==> config.mk <==
export PLATFORM = sky130hd
export DESIGN_NAME = vme_ram_readout
export DESIGN_NICKNAME = d
export VERILOG_FILES = /design/src/rtl/vme_rdo_pkg.sv /design/src/rtl/vme_rdo_hdr_fmt.sv /design/src/rtl/vme_ram_readout.sv
export SDC_FILE = /design/constraint.sdc
export NUM_CORES = 1
export LEC_CHECK = 0
export BUFFER_PORTS_ARGS = -buffer_cell sky130_fd_sc_hd__buf_2
export CAP_MARGIN = 15
export CORE_MARGIN = 2
export CORE_UTILIZATION = 45
export CTS_CLUSTER_DIAMETER = 100
export DETAILED_ROUTE_END_ITERATION = 10
export PLACE_DENSITY = 0.73
export SLEW_MARGIN = 10
export SYNTH_ARGS = -nofsm -noshare
export SYNTH_HDL_FRONTEND = slang
export SYNTH_SLANG_ARGS = --single-unit
==> constraint.sdc <==
create_clock -name clk -period 2.81 [get_ports clk]
set_clock_uncertainty 0.15 [all_clocks]
set_input_delay 0.1405 -clock clk [delete_from_list [all_inputs] [get_ports clk]]
set_output_delay 0.1405 -clock clk [all_outputs]
set_load 0.02 [all_outputs]
==> src/rtl/vme_rdo_pkg.sv <==
// Shared types and constants for the VME capture-RAM readout block.
package vme_rdo_pkg;

  typedef enum logic [2:0] {
    ST_IDLE  = 3'd0,
    ST_READY = 3'd1,
    ST_FETCH = 3'd2,
    ST_WAIT  = 3'd3,
    ST_ACK   = 3'd4,
    ST_DONE  = 3'd5
  } rdo_state_t;

  localparam logic [7:0]  HDR_MAGIC = 8'hA5;
  localparam int unsigned EVT_CNT_W = 16;
  localparam int unsigned LAT_W     = 2;

endpackage : vme_rdo_pkg

==> src/rtl/vme_rdo_hdr_fmt.sv <==
// Combinational readout header packer: {magic, event count, address width},
// zero-extended to the data width.
module vme_rdo_hdr_fmt
  import vme_rdo_pkg::*;
#(
  parameter int unsigned AW = 10,
  parameter int unsigned DW = 32
) (
  input  logic [EVT_CNT_W-1:0] evt_cnt_i,
  output logic [DW-1:0]        hdr_word_c_o
);

  assign hdr_word_c_o = DW'({HDR_MAGIC, evt_cnt_i, 8'(AW)});

endmodule : vme_rdo_hdr_fmt

==> src/rtl/vme_ram_readout.sv <==
// Drains a completed 2**AW-word capture buffer one word per VME read request.
// Optional readout header word enabled by defining VME_RDO_HEADER_EN.
module vme_ram_readout
  import vme_rdo_pkg::*;
#(
  parameter int unsigned AW     = 10,
  parameter int unsigned DW     = 32,
  parameter int unsigned RD_LAT = 1
) (
  input  logic                 clk,
  input  logic                 rst,
  input  logic                 wr_ena_i,
  output logic                 ram_rd_en_o,
  output logic [AW-1:0]        ram_rd_addr_o,
  input  logic [DW-1:0]        ram_rd_data_i,
  input  logic                 vme_rd_req_i,
  output logic [DW-1:0]        vme_rd_data_o,
  output logic                 vme_rd_ack_o,
  input  logic                 vme_clear_i,
  output logic                 buf_ready_o,
  output logic                 rdo_done_o,
  output logic                 trig_inhibit_o,
  output logic [EVT_CNT_W-1:0] evt_cnt_o,
  output logic                 ovr_flag_o
);

  localparam logic [AW-1:0]    ADDR_LAST = {AW{1'b1}};
  localparam logic [LAT_W-1:0] LAT_LOAD  = LAT_W'(RD_LAT - 1);

  rdo_state_t           state_q, state_d;
  logic [AW-1:0]        addr_q, addr_d;
  logic [LAT_W-1:0]     lat_q, lat_d;
  logic                 wr_ena_q;
  logic                 ram_rd_en_q, ram_rd_en_d;
  logic [DW-1:0]        rd_data_q, rd_data_d;
  logic                 ack_q, ack_d;
  logic                 buf_ready_q, buf_ready_d;
  logic                 rdo_done_q, rdo_done_d;
  logic                 inhibit_q, inhibit_d;
  logic [EVT_CNT_W-1:0] evt_cnt_q, evt_cnt_d;
  logic                 ovr_q, ovr_d;
  logic                 hdr_pend_q, hdr_pend_d;
  logic [DW-1:0]        hdr_word;
  logic                 capture_edge;

`ifdef VME_RDO_HEADER_EN
  localparam logic HDR_EN = 1'b1;

  vme_rdo_hdr_fmt #(
    .AW (AW),
    .DW (DW)
  ) u_hdr_fmt (
    .evt_cnt_i    (evt_cnt_q),
    .hdr_word_c_o (hdr_word)
  );
`else
  localparam logic HDR_EN = 1'b0;

  assign hdr_word = '0;
`endif

  // Writer finished its capture when its write enable drops.
  assign capture_edge = wr_ena_q & ~wr_ena_i;

  // State and datapath registers.
  always_ff @(posedge clk) begin
    if (rst) begin
      state_q     <= ST_IDLE;
      addr_q      <= '0;
      lat_q       <= '0;
      wr_ena_q    <= 1'b0;
      ram_rd_en_q <= 1'b0;
      rd_data_q   <= '0;
      ack_q       <= 1'b0;
      buf_ready_q <= 1'b0;
      rdo_done_q  <= 1'b0;
      inhibit_q   <= 1'b0;
      evt_cnt_q   <= '0;
      ovr_q       <= 1'b0;
      hdr_pend_q  <= 1'b0;
    end else begin
      state_q     <= state_d;
      addr_q      <= addr_d;
      lat_q       <= lat_d;
      wr_ena_q    <= wr_ena_i;
      ram_rd_en_q <= ram_rd_en_d;
      rd_data_q   <= rd_data_d;
      ack_q       <= ack_d;
      buf_ready_q <= buf_ready_d;
      rdo_done_q  <= rdo_done_d;
      inhibit_q   <= inhibit_d;
      evt_cnt_q   <= evt_cnt_d;
      ovr_q       <= ovr_d;
      hdr_pend_q  <= hdr_pend_d;
    end
  end

  // Next-state and registered-output logic; clear overrides every other event.
  always_comb begin
    state_d     = state_q;
    addr_d      = addr_q;
    lat_d       = lat_q;
    ram_rd_en_d = 1'b0;
    rd_data_d   = rd_data_q;
    ack_d       = 1'b0;
    buf_ready_d = buf_ready_q;
    rdo_done_d  = 1'b0;
    evt_cnt_d   = evt_cnt_q;
    ovr_d       = ovr_q;
    hdr_pend_d  = hdr_pend_q;

    if (vme_clear_i) begin
      state_d     = ST_IDLE;
      addr_d      = '0;
      buf_ready_d = 1'b0;
      ovr_d       = 1'b0;
      hdr_pend_d  = 1'b0;
    end else begin
      if (capture_edge && (state_q != ST_IDLE)) begin
        ovr_d = 1'b1;
      end
      if (vme_rd_req_i && (state_q != ST_READY)) begin
        ovr_d = 1'b1;
      end

      unique case (state_q)
        ST_IDLE: begin
          if (capture_edge) begin
            state_d     = ST_READY;
            addr_d      = '0;
            evt_cnt_d   = evt_cnt_q + EVT_CNT_W'(1);
            buf_ready_d = 1'b1;
            hdr_pend_d  = HDR_EN;
          end
        end
        ST_READY: begin
          if (vme_rd_req_i) begin
            state_d     = ST_FETCH;
            ram_rd_en_d = ~hdr_pend_q;
          end
        end
        ST_FETCH: begin
          if (hdr_pend_q) begin
            state_d   = ST_ACK;
            rd_data_d = hdr_word;
            ack_d     = 1'b1;
          end else begin
            state_d = ST_WAIT;
            lat_d   = LAT_LOAD;
          end
        end
        ST_WAIT: begin
          if (lat_q == '0) begin
            state_d   = ST_ACK;
            rd_data_d = ram_rd_data_i;
            ack_d     = 1'b1;
          end else begin
            lat_d = lat_q - LAT_W'(1);
          end
        end
        ST_ACK: begin
          if (hdr_pend_q) begin
            state_d    = ST_READY;
            hdr_pend_d = 1'b0;
          end else if (addr_q == ADDR_LAST) begin
            state_d     = ST_DONE;
            addr_d      = '0;
            buf_ready_d = 1'b0;
            rdo_done_d  = 1'b1;
          end else begin
            state_d = ST_READY;
            addr_d  = addr_q + AW'(1);
          end
        end
        ST_DONE: begin
          state_d = ST_IDLE;
        end
        default: begin
          state_d = ST_IDLE;
        end
      endcase
    end

    inhibit_d = (state_d != ST_IDLE);
  end

  assign ram_rd_en_o    = ram_rd_en_q;
  assign ram_rd_addr_o  = addr_q;
  assign vme_rd_data_o  = rd_data_q;
  assign vme_rd_ack_o   = ack_q;
  assign buf_ready_o    = buf_ready_q;
  assign rdo_done_o     = rdo_done_q;
  assign trig_inhibit_o = inhibit_q;
  assign evt_cnt_o      = evt_cnt_q;
  assign ovr_flag_o     = ovr_q;

endmodule : vme_ram_readout
==> results of run 1 <==
## layout by cell type (no fill, tap or decap), types with 6 or more instances in the layout
| cell | Yosys | layout |
|---|---|---|
| nor2b_1 | 6 | 6 |
| buf_2 | 0 | 100 |
| nand2_1 | 80 | 80 |
| a21oi_1 | 45 | 45 |
| clkbuf_8 | 0 | 10 |
| o21ai_0 | 7 | 6 |
| dlygate4sd3_1 | 0 | 34 |
| or4_1 | 6 | 6 |
| nand3_1 | 13 | 13 |
| dfxtp_1 | 70 | 70 |
| xor2_1 | 6 | 6 |
| inv_1 | 6 | 6 |
| nor2_1 | 24 | 23 |
## flip-flops by register name, indices dropped and copies added (netlist names), 2 cells and up
signal and cells:
ram_rd_addr_o 10, state_q 3, vme_rd_data_o 32, lat_q 2, evt_cnt_o 16
## worst max-delay path by stage
stage | from | to | slack (ns)
after floorplan | state_q[0] | evt_cnt_o[11] | 0.65
after global placement | state_q[1] | evt_cnt_o[13] | 0.61
after detailed placement | state_q[1] | evt_cnt_o[11] | 0.54
after CTS | state_q[1] | evt_cnt_o[11] | 0.53
after global routing | state_q[1] | evt_cnt_o[13] | 0.44
final | wr_ena_i | evt_cnt_o[11] | 0.53
## report_power, final
part           total (W)  switching [W]  internal, W
logic           0.000106      0.0000458    0.0000602
clock network    0.00100       0.000388     0.000616
registers       0.000997     0.00000296     0.000994
## worst max-delay path: stages
cell	delay (ns)
dlygate4sd3_1	0.53
buf_2	0.15
or4b_4	0.52
or3_1	0.48
or4_1	0.43
a21oi_1	0.16
## per-layer routing
layer	global-route usage, %	wire length, um
met4	8.50	118
met5	0	0
met3	5.34	462
met2	35.4	3510
met1	24.5	3180
## what timing repair did
action / in CTS / in global routing
hold buffers: 34 / 0
hold endpoints to repair: 36 / 0
resized for setup: 0 / 0
## cell type report
| type | count | area, um2 |
|---|---|---|
| well taps | 77 | 96.3 |
| clock buffers | 11 | 141 |
| multi-input cells | 251 | 1380 |
| flip-flops and latches | 70 | 1400 |
| clock inverters | 5 | 106 |
| inverters | 6 | 22.5 |
| repair buffers | 136 | 856 |
| fillers | 533 | 2280 |
## per-stage QoR
| step | total power [W] | setup WS (ns) |
|---|---|---|
| 6_report | 0.00211 | 0.525 |
| 3_5_place_dp | 0.00109 | 0.543 |
| 2_1_floorplan | 0.00105 | 0.649 |
| 5_1_grt | 0.00218 | 0.442 |
| 4_1_cts | 0.00213 | 0.526 |
| 3_3_place_gp | 0.00109 | 0.605 |
## logic make-up (layout without fill, tap and decap cells)
logic type	Yosys count	in the layout	share of synthesized area, %
flops	70	70	48.7
buf+inv	26	158	3.69
xor+xnor	9	9	2.74
mux	5	5	1.91
compound gates	69	69	13.6
simple gates	165	165	28.1
fa+ha+maj	3	3	1.30
==> results.md, run 1 <==
- Status: finished clean
- Synthesized flop and latch total: 70
- Synth Instances: 347
- Clock-pin slew on the worst setup and hold paths: 0.08 ns
- Setup tns final: 0 ns
- Final min period: 2.28 ns
- Count leader, synth: nand2_1
- Per-cell routed wire length: 13.1 um
- Synth top area share: 48.7%
- Grt ovf: 0
- Hold endpoint: evt_cnt_o[1]
- H-tree depth: 3
- Fin. max-slew vios: 0
- Post-detail-place hpwl: 4520 um
- Top fanout value on the critical path: 7
- Pin count of the biggest net entering global routing: 56
- Worst Tran Pin Value: 0.733 ns
- Seq/Total Area, Yosys: 48.7%
- Fmax achieved: 0.438 GHz
- Die Footprint: 0.00706 mm2
- R2R Setup Slk: 0.53 ns
- Die W: 84.0 um
- Num CTS Buffers: 9
- Placed cells: 506
- Post-DRT Antenna Nets: 0
- CTS root buffer: clkbuf_8
- Hold/Removal Path Class: input pin to flip-flop
- Crit path DAT: 2.41 ns
- CTS Buffer Depth: 2
- Layout Cells excl Fill: 556
- Number of global-route vias before repair: 2642
- Syn_nets: 387
- Drt drc: 0
- IO Count: 101
- CTS tree: done
- DP Area: 0.00341 mm2
- Power Density: 527 mW/mm2
- NumNets Final: 514
- Async SR Flop Fraction: 0%
- Element type at the critical path start: input pin
- Starting DRT DRC Count: 163
- Max-slew headroom: 50.8%
- Commonest cells post-synth: 80 x nand2_1, 70 x dfxtp_1, 45 x a21oi_1
- EDFF count, synth: 0
- Final Util: 63.7%
- Row cnt: 29
- Synth Cell Area: 0.00288 mm2
- Yosys top cell by area: dfxtp_1
- Crit path kind: input pin to flip-flop
- N_diodes: 0
- CP Capture Type: flip-flop
- Area contributors post-synth: dfxtp_1 49%, nand2_1 10%, a21oi_1 7.8%
- Syn_area_per_cell: 8.30 um2
- First-pass GRT wire length: 11800 um
- Initial antenna violation count: 0
- Port bufs: 100
- VDD IR max: 367 uV
- RSZ-0062 raised after global routing: false
- Reg2Reg Launch Point: state_q[1]
- Distinct cells, synth: 44
- Fin area: 0.00400 mm2
- Hold path depth: 4
- Placer Congestion: 0.794
- Hold_sp: vme_clear_i
- Maxcap violations: 0
- Crit share post-route: 81.3%
- R2r endpoint: evt_cnt_o[11]
- Warnings from Yosys: 0
- Main synth FF type: dfxtp_1
- GR Util All Layers: 20.6%
- Hold slack: 0.0504 ns
- Die H: 84.0 um
- Clk sinks: 70
- Clock Latency Late Sink: 0.34 ns
- Postcts setup bufs: 0
- DR vias/cell: 5.20
- Pre-antenna DRT Iters: 4
- Leak pwr: 1.65 nW
- Total number of vias: 2892
- Critical Path RT: 2.93 ns
- Initial core utilization: 45.9%
- Share of layout cells above drive strength 1: 27.3%
- R2r worst-path depth: 4
- Total Wirelength: 7270 um
- Area delta synth->final: 38.8%
- Final hold viol count: 0
- Final Setup Violations: 0
- Core Region: 0.00628 mm2
(Power assumes the default switching activity.)
==> inputs of run 2 (changes only) <==
--- a/config.mk
+++ b/config.mk
@@ -11,7 +11,7 @@
 export CORE_UTILIZATION = 45
 export CTS_CLUSTER_DIAMETER = 100
 export DETAILED_ROUTE_END_ITERATION = 10
-export PLACE_DENSITY = 0.73
+export PLACE_DENSITY = 0.76
 export SLEW_MARGIN = 10
 export SYNTH_ARGS = -nofsm -noshare
 export SYNTH_HDL_FRONTEND = slang
==> constraint.sdc (replaced) <==
create_clock -name clk -period 1.9 [get_ports clk]
set_clock_uncertainty 0.15 [all_clocks]
set_input_delay 0.095 -clock clk [delete_from_list [all_inputs] [get_ports clk]]
set_output_delay 0.095 -clock clk [all_outputs]
set_load 0.02 [all_outputs]
==> run 2 against run 1 <==
Against the previous run: the flow now finishes with violations (negative setup slack); first-iteration DRC count down 14%; worst setup slack lost 0.66 ns; sequential power increased by 47%; worst hold slack improved by 0.044 ns; highest routed layer unchanged.
==> results.md, run 2 (same netlist as run 1, synthesis figures left out) <==
- Status: finished, violations left
- Failing checks: negative setup slack
- Final min period: 2.04 ns
- Maxcap violations: 0 (unchanged)
- IO Count: 101 (unchanged)
- Most frequent cells in the layout: 100 x buf_2, 79 x nand2_1, 66 x dfxtp_1
- Critical Path RT: 2.02 ns (-0.91 ns)
- Max-slew headroom: 75.5% (+25 points)
- Fin area: 0.00430 mm2 (+7.5%)
- Drt drc: 0 (unchanged)
- Max reg flops: 32 (unchanged)
- Layout Cells excl Fill: 580 (+4.3%)
- Hold/Removal Path Class: input pin to flip-flop
- Placer Congestion: 0.775 (-2.4%)
- Worst Tran Pin Value: 0.364 ns (-0.369 ns)
- DR vias/cell: 5.15 (-1.1%)
- Total Wirelength: 7630 um (+5.0%)
- Area delta synth->final: 49.3%
- Hold slack: 0.0945 ns (+0.0441 ns)
- GR Util All Layers: 21.8% (+1.2 points)
- Die Footprint: 0.00706 mm2 (unchanged)
- Initial antenna violation count: 0 (unchanged)
- CP max stage delay: 0.53 ns (about the same)
- Final hold viol count: 0 (unchanged)
- N_diodes: 0 (unchanged)
- Power Density: 734 mW/mm2 (+39%)
- Post-DRT Antenna Nets: 0 (unchanged)
- Clock Latency Late Sink: 0.34 ns (about the same)
- Per-cell routed wire length: 13.2 um (+0.65%)
- CTS root buffer: clkbuf_8
- Commonest non-fill, non-tap cell in the layout: buf_2
- CP Capture Type: flip-flop
- Share of layout cells above drive strength 1: 34.0% (+6.6 points)
- Starting DRT DRC Count: 140 (-14%)
- Crit-path slowest cell: or4b_4
- Top fanout value on the critical path: 4 (-3)
- Die H: 84.0 um (unchanged)
- CTS tree: done
- Final Util: 68.5% (+4.8 points)
- # fillers: 474 (-11%)
- CTS Buffer Depth: 2 (unchanged)
- Total number of vias: 2985 (+3.2%)
- Crit path kind: flip-flop to flip-flop
- H-tree depth: 3 (unchanged)
- VDD IR max: 467 uV (+27%)
- Fmax achieved: 0.491 GHz
- Clock-pin slew on the worst setup and hold paths: 0.07 ns (about the same)
- Post-detail-place hpwl: 4800 um (+6.1%)
- Pin count of the biggest net entering global routing: 33 (-41%)
- Initial core utilization: 45.9% (unchanged)
- NumNets Final: 538 (+4.7%)
- Crit-path cells: or4b_4 > or3_4 > or4_4 > a21oi_2
- Crit share post-route: 107%
- Clk sinks: 70 (unchanged)
- Num CTS Buffers: 9 (unchanged)
- Leak pwr: 1.81 nW (+9.6%)
- Number of global-route vias before repair: 2836 (+7.3%)
- Crit path DAT: 2.16 ns (-0.25 ns)
- Worst setup margin: -0.135 ns (-0.661 ns)
- Setup WS pre-CTS: -0.102 ns (-0.644 ns)
- Placed cells: 528 (+4.3%)
- Element type at the critical path start: flip-flop
- Pre-antenna DRT Iters: 4 (unchanged)
- Row cnt: 29 (unchanged)
- Die W: 84.0 um (unchanged)
- First-pass GRT wire length: 12700 um (+7.5%)
- Fin. max-slew vios: 0 (unchanged)
- Port bufs: 100 (unchanged)
- RSZ-0062 raised after global routing: true
- Core Region: 0.00628 mm2 (unchanged)
- DP Area: 0.00361 mm2 (+5.9%)
- Final Setup Violations: 4 (+4)
- Grt ovf: 0 (unchanged)
## run 2: cell types whose count changed in the layout (fill, tap and decap cells not counted), sizes merged
cell	delta
dlygate4sd3	-1
dlymetal6s4s	+1
clkinvlp	+1
buf	+24
clkinv	-1
## run 2: final timing paths
path	from	end	slack (ns)	cells past startpoint
setup / recovery	state_q[1]	evt_cnt_o[9]	-0.14	4
hold / removal	vme_clear_i	evt_cnt_o[6]	0.09	5
setup reg to reg	state_q[1]	evt_cnt_o[9]	-0.14	4
hold reg to reg	vme_rd_data_o[22]	vme_rd_data_o[22]	0.30	2
## run 2: metal layers
| layer | track usage, % | vias up | routed length, um | share of wire [%] |
|---|---|---|---|---|
| met2 | 35.6 | 88 | 3750 | 49 |
| met5 | 0 | - | 0 | 0 |
| li1 | - | 1502 | - | - |
| met1 | 26.9 | 1380 | 3240 | 42 |
| met4 | 9.38 | 0 | 146 | 1.9 |
| met3 | 6.13 | 15 | 495 | 6.5 |
## run 2: worst max-delay path: cells and delay by family (launching register included)
kind	cells	cell delay, ns
compound gates	1	0.15
flops	1	0.32
simple gates	3	1.35
## run 2: final cells by class
type	instances	area (um2)	share of cell area (%)
clock buffer	11	151	3.52
clock inverter	5	105	2.44
inverter	6	22.5	0.524
multi-input combinational	251	1450	33.8
sequential	70	1410	32.7
tap	77	96.3	2.24
timing repair buffer	160	1060	24.7
## run 2: report_power, final
part / internal [W] / switching [W]
Clock: 0.000944 / 0.000561
Sequential: 0.00147 / 0.00000238
Combinational: 0.000102 / 0.0000754
## run 2: repair_timing
| action | 4_1_cts | 5_1_grt |
|---|---|---|
| hold buffers | 34 | 0 |
| pin swaps | 0 | 2 |
| gates resized for setup | 3 | 14 |
| hold endpoints to repair | 36 | 0 |
| endpoints found under the setup margin | 5 | 29 |
| buffers inserted | 0 | 2 |
## run 2: metrics by stage
step / TNS [ns] / power, W
after floorplan: -0.733 / 0.00156
final: -0.365 / 0.00315
after detailed placement: -0.282 / 0.00162
after global routing: -0.744 / 0.00327
after CTS: -0.284 / 0.00318
after global placement: -0.180 / 0.00162
